$ cat config.mk
export PLATFORM = sky130hd
export DESIGN_NAME = alu_32mul_seq
export DESIGN_NICKNAME = d
export VERILOG_FILES = /design/src/rtl/alu_32mul_seq_pkg.sv /design/src/rtl/alu_32mul_seq_booth_step.sv /design/src/rtl/alu_32mul_seq.sv
export SDC_FILE = /design/constraint.sdc
export NUM_CORES = 1
export LEC_CHECK = 0
export ABC_AREA = 1
export CAP_MARGIN = 20
export CORE_MARGIN = 2
export CORE_UTILIZATION = 30
export CTS_BUF_LIST = sky130_fd_sc_hd__clkbuf_2 sky130_fd_sc_hd__clkbuf_4 sky130_fd_sc_hd__clkbuf_8
export DETAILED_ROUTE_END_ITERATION = 16
export GPL_TIMING_DRIVEN = 0
export PLACE_DENSITY_LB_ADDON = 0.3
export SYNTH_ARGS = -nofsm -noshare
export SYNTH_HDL_FRONTEND = slang
export SYNTH_SLANG_ARGS = --single-unit
$ cat constraint.sdc
create_clock -name clk -period 2.75 [get_ports clk]
set_clock_uncertainty 0.15 [all_clocks]
set_input_delay 0.4125 -clock clk [delete_from_list [all_inputs] [get_ports clk]]
set_output_delay 0.4125 -clock clk [all_outputs]
set_load 0.01 [all_outputs]
$ cat src/rtl/alu_32mul_seq_pkg.sv
// Shared ALU definitions: operand width, iteration counter width and the
// multiply/divide state encoding reused by the HI/LO write-back path.
package alu_32mul_seq_pkg;

  localparam int WIDTH = 32;
  localparam int CNT_W = $clog2(WIDTH);

  typedef enum logic [1:0] {
    IDLE = 2'd0,
    RUN  = 2'd1,
    DONE = 2'd2
  } state_e;

endpackage

$ cat src/rtl/alu_32mul_seq_booth_step.sv
// One radix-2 Booth iteration: conditional add/subtract of M into A, then an
// arithmetic right shift of the {A, Q, q_1} chain.
module alu_32mul_seq_booth_step
  import alu_32mul_seq_pkg::*;
(
  input  logic [WIDTH:0]   a_i,
  input  logic [WIDTH-1:0] q_i,
  input  logic             q1_i,
  input  logic [WIDTH:0]   m_i,
  output logic [WIDTH:0]   a_o,
  output logic [WIDTH-1:0] q_o,
  output logic             q1_o
);

  logic [WIDTH:0] sum_s;

  // Booth add/sub selection followed by the sign-replicating shift
  always_comb begin
    sum_s = a_i;
    case ({q_i[0], q1_i})
      2'b01:   sum_s = a_i + m_i;
      2'b10:   sum_s = a_i - m_i;
      default: sum_s = a_i;
    endcase
    a_o  = {sum_s[WIDTH], sum_s[WIDTH:1]};
    q_o  = {sum_s[0], q_i[WIDTH-1:1]};
    q1_o = q_i[0];
  end

endmodule

$ cat src/rtl/alu_32mul_seq.sv
// Sequential signed WIDTHxWIDTH multiplier, one Booth iteration per clock,
// with a start/busy/done handshake and a {hi, lo} packed registered result.
module alu_32mul_seq
  import alu_32mul_seq_pkg::*;
(
  input  logic                 clk,
  input  logic                 reset,
  input  logic                 start,
  input  logic [WIDTH-1:0]     multiplicand,
  input  logic [WIDTH-1:0]     multiplier,
  output logic                 busy,
  output logic                 done,
  output logic [2*WIDTH-1:0]   out
);

  state_e             state_q, state_d;
  logic [WIDTH:0]     m_q, m_d;
  logic [WIDTH:0]     a_q, a_d;
  logic [WIDTH-1:0]   q_q, q_d;
  logic               q1_q, q1_d;
  logic [CNT_W-1:0]   cnt_q, cnt_d;
  logic [2*WIDTH-1:0] out_q, out_d;
  logic               busy_q, busy_d;
  logic               done_q, done_d;

  logic [WIDTH:0]     step_a_s;
  logic [WIDTH-1:0]   step_q_s;
  logic               step_q1_s;

  alu_32mul_seq_booth_step u_step (
    .a_i  (a_q),
    .q_i  (q_q),
    .q1_i (q1_q),
    .m_i  (m_q),
    .a_o  (step_a_s),
    .q_o  (step_q_s),
    .q1_o (step_q1_s)
  );

  // Next-state, datapath and output-register inputs
  always_comb begin
    state_d = state_q;
    m_d     = m_q;
    a_d     = a_q;
    q_d     = q_q;
    q1_d    = q1_q;
    cnt_d   = cnt_q;
    out_d   = out_q;
    case (state_q)
      IDLE: begin
        if (start) begin
          state_d = RUN;
          m_d     = {multiplicand[WIDTH-1], multiplicand};
          a_d     = '0;
          q_d     = multiplier;
          q1_d    = 1'b0;
          cnt_d   = '0;
        end else begin
          state_d = IDLE;
        end
      end
      RUN: begin
        a_d   = step_a_s;
        q_d   = step_q_s;
        q1_d  = step_q1_s;
        cnt_d = cnt_q + CNT_W'(1);
        // Result is taken from the post-shift values of the final iteration
        if (cnt_q == CNT_W'(WIDTH - 1)) begin
          state_d = DONE;
          out_d   = {step_a_s[WIDTH-1:0], step_q_s};
        end else begin
          state_d = RUN;
        end
      end
      DONE:    state_d = IDLE;
      default: state_d = IDLE;
    endcase
    busy_d = (state_d != IDLE);
    done_d = (state_d == DONE);
  end

  // State and output registers with synchronous reset
  always_ff @(posedge clk) begin
    if (reset) begin
      state_q <= IDLE;
      m_q     <= '0;
      a_q     <= '0;
      q_q     <= '0;
      q1_q    <= 1'b0;
      cnt_q   <= '0;
      out_q   <= '0;
      busy_q  <= 1'b0;
      done_q  <= 1'b0;
    end else begin
      state_q <= state_d;
      m_q     <= m_d;
      a_q     <= a_d;
      q_q     <= q_d;
      q1_q    <= q1_d;
      cnt_q   <= cnt_d;
      out_q   <= out_d;
      busy_q  <= busy_d;
      done_q  <= done_d;
    end
  end

  assign busy = busy_q;
  assign done = done_q;
  assign out  = out_q;

endmodule
==> results of run 1 <==
## cells by family after synthesis
logic type / Yosys count
buf+inv: 245
compound gates: 284
xor+xnor: 34
fa+ha+maj: 37
simple gates: 660
flops: 170
## through the flow
| stage | TNS [ns] | hold WS (ns) | instances |
|---|---|---|---|
| finish | -23.62 | 0.325 | 2070 |
| global route | -32.99 | 0.361 | 2070 |
| CTS | -22.92 | 0.322 | 2047 |
| detailed placement | -36.56 | 0.313 | 1964 |
| global placement | -36.28 | 0.299 | 1964 |
| floorplan | -0.228 | 0.289 | 1430 |
## timing repair
item | CTS | global route
resized for setup | 230 | 181
buffers inserted | 52 | 25
endpoints found under the setup margin | 61 | 62
cloned | 0 | 1
pin swaps | 64 | 73
## metal layers
layer / up-vias / wire length (um) / GRT usage, %
li1: 5107 / - / -
met1: 4980 / 16100 / 28.2
met2: 316 / 17100 / 35.2
met3: 69 / 1770 / 2.37
met4: 0 / 1260 / 8.13
met5: - / 0 / 0
## final timing paths
path                            cells after the start     from  slack, ns      end
worst max register to register                     24   m_q[0]      -0.62  a_q[10]
worst min-delay path                                2  q_q[30]       0.32  out[29]
worst min register to register                      2  q_q[30]       0.32  out[29]
worst max-delay path                               24   m_q[0]      -0.62  a_q[10]
## where the power goes
group          total, mW  leakage [nW]  switching (mW)  internal [mW]
clock               2.07         0.230            1.30          0.768
combinational       2.29          4.18            1.35          0.949
sequential          2.66          1.39          0.0990           2.56
## state kept, by name, indices dropped and copies added, names as in the netlist
signal / count
out: 64
a_q: 32
m_q: 32
q_q: 32
cnt_q: 5
state_q: 2
busy: 1
done: 1
q1_q: 1
## critical path: stages, from the launching register on
cell and delay [ns]:
dfxtp_2 0.35, inv_4 0.08, buf_12 0.10, ha_4 0.13
nand2_4 0.06, nor2_4 0.18, inv_2 0.08, nor2_4 0.13
buf_4 0.12, nor2_1 0.04, xor2_1 0.15, inv_2 0.10
ha_4 0.31, buf_4 0.12, nand2_4 0.06, o21ai_2 0.20
inv_1 0.09, nand2_1 0.13, nand2_1 0.06, inv_1 0.05
o21ai_1 0.06, o21ai_1 0.27, inv_1 0.08, nand2_1 0.07
a21oi_1 0.06
## cells in the final DEF (no fill, tap or decap), types with 8 or more instances in the layout
cell / instances
a21oi_4: 14
ha_4: 29
o21a_1: 8
nand2_1: 243
dfxtp_1: 162
or2_2: 11
nor2_1: 136
buf_4: 63
xnor2_1: 10
clkbuf_8: 17
a21oi_2: 32
buf_6: 10
inv_1: 150
nand2_4: 19
o21ai_1: 26
o221ai_1: 16
inv_2: 27
clkdlybuf4s50_1: 132
dfxtp_2: 8
nand3_2: 24
nand4_1: 10
nor2_2: 16
xor2_1: 13
nand3_1: 89
o21ai_2: 16
a221oi_1: 14
buf_2: 14
nand2_2: 54
clkbuf_1: 40
nor2_4: 25
a21oi_1: 39
o21ai_0: 83
## cell type report
cell class              instances  area (sq um)  area share (%)
plain buffers                  63           313            2.21
clock buffers                  17           234            1.65
well taps                     402           503            3.55
multi-input cells            1015          6840            48.3
repair buffers                207          1950            13.8
flip-flops and latches        170          3410            24.1
inverters                     181           687            4.85
clock inverters                15           231            1.63
==> impl_metrics.json, run 1 <==
{
  "synth.mux.area_fraction_pct": 0,
  "yosys-top-cells-count": "nand2_1, inv_1, nor2_1",
  "fin_area_sq_um": 14200,
  "synth_compound_area_share_pct": 17.2,
  "cts_tree": "done",
  "yosys.area_share.adder_pct": 4.94,
  "setup_viol": 54,
  "final_nets": 1759,
  "vias_per_cell": 5.06,
  "port_buffers": 132,
  "synthCells": 1430,
  "vias": 10500,
  "synth.avg_cell_area_sq_um": 6.66,
  "relSlewSlack_pct": 40.0,
  "vdd_drop_max_uv": 267,
  "core_area_sq_um": 31400,
  "fmax_ghz": 0.296,
  "synth_xor_xnor_area_share_pct": 3.13,
  "ant_nets": 0,
  "utilization_pct": 45.2,
  "num_io_pins": 133,
  "postSynth.asyncResetShare_pct": 0,
  "routed_wirelength_mm": 36.2,
  "numCtsBuffers": 17,
  "ys_warn_count": 0,
  "dieArea_sq_um": 33200,
  "track_usage_pct": 21.2,
  "violations": "negative setup slack",
  "hold_violations": 0,
  "clk_pin_slew_ns": 0.12,
  "grt_pass1_wl_mm": 54.6,
  "cts.sinks": 170,
  "antenna_found_initial": 0,
  "crit_arrival_ns": 3.57,
  "grt_max_degree": 24,
  "path_max_fanout": 4,
  "syn_area_sq_um": 9520,
  "synth.distinct_cells": 41,
  "fin_ws_ns": -0.624,
  "status": "complete, but fails checks",
  "power_leakage_nw": 5.80,
  "crit_type": "flop to flop",
  "synth_simple_gate_area_share_pct": 29.1,
  "maxCapViolCount": 0,
  "drt-initial-drc-count": 784,
  "grt_pass1_vias": 10000,
  "yosys_most_used_dff": "dfxtp_1",
  "die_x_um": 182,
  "ys_top_cells_by_area": "dfxtp_1, nand2_1, inv_1",
  "clk_latency_ns": 0.50,
  "place_ws_ns": -0.814,
  "hold_buffers": 0,
  "layout-drive-gt1-share_pct": 26.9,
  "fillerInstances": 3097,
  "start_kind": "flop",
  "slew_violations": 0,
  "routabilityCongestion": 0.965,
  "ys_seq_elements": 170,
  "rows": 65,
  "htree_levels": 4,
  "cts-root-buf": "clkbuf_8",
  "start_util_pct": 30.3,
  "hold_class": "flop to flop",
  "crit_required_ns": 2.95,
  "wl_per_cell_um": 17.5,
  "area_growth_pct": 48.9,
  "layout_worst_path_cycle_share_pct": 123,
  "grt-ovfl-total": 0,
  "endpoint_kind": "flop",
  "synth_top_area_share_pct": 35.8,
  "clk_path_buf_depth": 2,
  "num_antenna_cells": 0,
  "rsz0062_at_grt": "true",
  "powerDensity_nw_per_um2": 495,
  "synth_fp_nets": 1534,
  "seq_area_frac_synth_pct": 35.8,
  "total_power_mw": 7.02,
  "yosysMostFrequentCell": "nand2_1",
  "die_y_um": 182,
  "min_period_ns": 3.37,
  "worst_pin_slew_ns": 0.900,
  "dpl_cell_area_sq_um": 11400,
  "synth.largest_area_cell": "dfxtp_1",
  "place_hpwl_mm": 26.4,
  "synth_top_family_by_area": "simple AND/OR/NAND/NOR gates",
  "drtPass1Iterations": 5,
  "synth_edf_count": 0,
  "drc_errors": 0
}
(Power assumes the default switching activity.)
==> run 2, diff against run 1 <==
- ABC_AREA: 1 -> 0
- clock period: 2.75 -> 3.9 ns (I/O delays scaled with it)
==> impl_metrics.json, run 2 <==
{
  "postSynth.asyncResetShare_pct": 0,
  "crit_type": "flop to flop",
  "clk_path_buf_depth": 2,
  "synth_compound_area_share_pct": 23.1,
  "area_growth_pct": 36.8,
  "vias_per_cell": 5.05,
  "drtPass1Iterations": 5,
  "fmax_ghz": 0.231,
  "layout_worst_path_cycle_share_pct": 111,
  "synth_xor_xnor_area_share_pct": 5.69,
  "final_nets": 1426,
  "ff2ff_path_depth": 16,
  "cts-root-buf": "clkbuf_8",
  "die_x_um": 175,
  "grt_max_degree": 19,
  "rows": 62,
  "num_antenna_cells": 0,
  "yosysMostFrequentCell": "nand2_1",
  "cp_cell_sequence": "or4_4 > nor3_4 > nand2_2 > or4_4 > nor3b_4 > buf_4 > a21oi_1 > xnor2_1 > ha_1 > a21o_1 > a21o_1 > a21o_1 > a31oi_4 > xnor2_2 > or4_1 > o21ai_1",
  "wl_per_cell_um": 16.9,
  "synth_top_family_by_area": "compound AO/OA/AOI/OAI gates",
  "relSlewSlack_pct": 33.6,
  "crit_required_ns": 4.17,
  "num_io_pins": 133,
  "grt-ovfl-total": 0,
  "ant_nets": 0,
  "grt_pass1_wl_mm": 44.9,
  "synthCells": 1123,
  "placed_cells": 1639,
  "synth.mux.area_fraction_pct": 1.90,
  "largest_reg_flops": 64,
  "fin_setup_tns_ns": -6.62,
  "slowest_delay_ns": 0.53,
  "met3_length_mm": 1.59,
  "slowest_stage": "or4_4",
  "syn_area_sq_um": 8750,
  "vdd_drop_max_uv": 160,
  "synth_edf_count": 0,
  "violations": "negative setup slack",
  "track_usage_pct": 18.7,
  "ys_warn_count": 0,
  "routabilityCongestion": 0.862,
  "die_y_um": 175,
  "drt-initial-drc-count": 650,
  "vias": 8674,
  "grt_pass1_vias": 8038,
  "numCtsBuffers": 17,
  "setup_viol": 28,
  "rsz0062_at_grt": "true",
  "r2r-start": "m_q[13]",
  "crit_end": "a_q[31]",
  "top_layer": "met4",
  "drt-met1-wl_mm": 13.9,
  "worst_pin_slew_ns": 0.992,
  "antenna_found_initial": 0,
  "synth.avg_cell_area_sq_um": 7.79,
  "cts_tree": "done",
  "crit_arrival_ns": 4.59,
  "total_power_mw": 4.68,
  "seq_area_frac_synth_pct": 38.9,
  "htree_levels": 4,
  "ys_top_cells_by_area": "dfxtp_1, nand2_1, a21oi_1",
  "status": "complete, but fails checks",
  "fin_ws_ns": -0.421,
  "layout_commonest_cell": "nand2_1",
  "ys_seq_elements": 170,
  "start_kind": "flop",
  "clk_pin_slew_ns": 0.11,
  "yosys_most_used_dff": "dfxtp_1",
  "synth.largest_area_cell": "dfxtp_1",
  "core_area_sq_um": 28700,
  "maxCapViolCount": 0,
  "critPathMostFrequentCell": "a21o_1",
  "reg2reg_to": "a_q[31]",
  "layout-drive-gt1-share_pct": 15.0,
  "synth_top_area_share_pct": 38.9,
  "hold_class": "flop to flop",
  "synth.distinct_cells": 62,
  "cts.sinks": 170,
  "min_period_ns": 4.32,
  "dr_wl_met2_mm": 13.1,
  "fin_cells": 1719,
  "place_hpwl_mm": 21.1,
  "hold_violations": 0,
  "yosys-top-cells-count": "nand2_1, dfxtp_1, a21oi_1",
  "power_leakage_nw": 4.38,
  "port_buffers": 132,
  "slew_violations": 0,
  "cp-startpoint": "m_q[13]",
  "reg2reg_slack_ns": -0.42,
  "synth_fp_nets": 1227,
  "drc_errors": 0,
  "path_max_fanout": 5,
  "synth_simple_gate_area_share_pct": 19.6,
  "fillerInstances": 2927,
  "yosys.area_share.adder_pct": 5.38,
  "powerDensity_nw_per_um2": 391,
  "routed_wirelength_mm": 29.0,
  "start_util_pct": 30.5,
  "layout_common_cells": "nand2_1, dfxtp_1, clkdlybuf4s50_1, nor2_1, a21oi_1",
  "clk_latency_ns": 0.49,
  "dieArea_sq_um": 30500,
  "endpoint_kind": "flop"
}
run 2: power breakdown:
group	internal, mW	switching [mW]	total (mW)
registers	1.82	0.0875	1.91
logic	0.647	0.837	1.48
clock network	0.496	0.788	1.28
total	2.96	1.71	4.68
run 2: worst min path at each step:
| stage | from | end | depth (start not counted) |
|---|---|---|---|
| final | out[13] | out[13] | 2 |
| after floorplan | q_q[27] | out[26] | 2 |
| after detailed placement | out[13] | out[13] | 2 |
| after CTS | out[14] | out[14] | 2 |
| after global routing | out[14] | out[14] | 2 |
| after global placement | out[14] | out[14] | 2 |
run 2: metrics by stage:
step           instance area, sq um  util [%]  worst slack, ns  hold WS, ns
2_1_floorplan                  8820         -           -0.271        0.282
3_3_place_gp                  10600      37.0           -0.679        0.294
3_5_place_dp                  10600      37.0           -0.729        0.297
4_1_cts                       11600      40.3           -0.458        0.313
5_1_grt                       12000      41.7           -0.627        0.333
6_report                      12000      41.7           -0.421        0.311
run 2: critical path: cells and delay by family (launching register included):
| kind | cells | cell delay, ns |
|---|---|---|
| simple gates | 6 | 1.93 |
| flops | 1 | 0.35 |
| fa+ha+maj | 1 | 0.35 |
| compound gates | 6 | 0.88 |
| xor+xnor | 2 | 0.42 |
| buf+inv | 1 | 0.16 |
run 2: cells by family (layout without fill, tap and decap cells):
kind of cell,count (synthesis),count (layout)
XOR/XNOR,56,56
adder cells (fa/ha/maj),37,37
AO/OA/AOI/OAI,323,323
flip-flops,170,170
buffers and inverters,126,338
AND/OR/NAND/NOR,395,395
multiplexers,16,16
run 2: layer usage:
layer / global-route usage (%) / vias up
li1: - / 4312
met2: 29.5 / 241
met1: 26.4 / 4090
met3: 3.39 / 31
met5: 0 / -
met4: 4.51 / 0
run 2: what timing repair did:
action,in CTS,in global routing
pin swaps,43,51
hold buffers,0,0
gates resized for setup,69,75
endpoints found under the setup margin,43,40
setup buffers,37,16
run 2: final cells by class:
type                    instances  area (sq um)  share of cell area [%]
multi-input cells             827          5450                    45.5
inverters                      53           199                    1.66
plain buffers                  69           275                    2.30
flip-flops and latches        170          3410                    28.5
repair buffers                184          1750                    14.6
well taps                     384           480                    4.02
clock inverters                14           151                    1.27
clock buffers                  18           248                    2.07
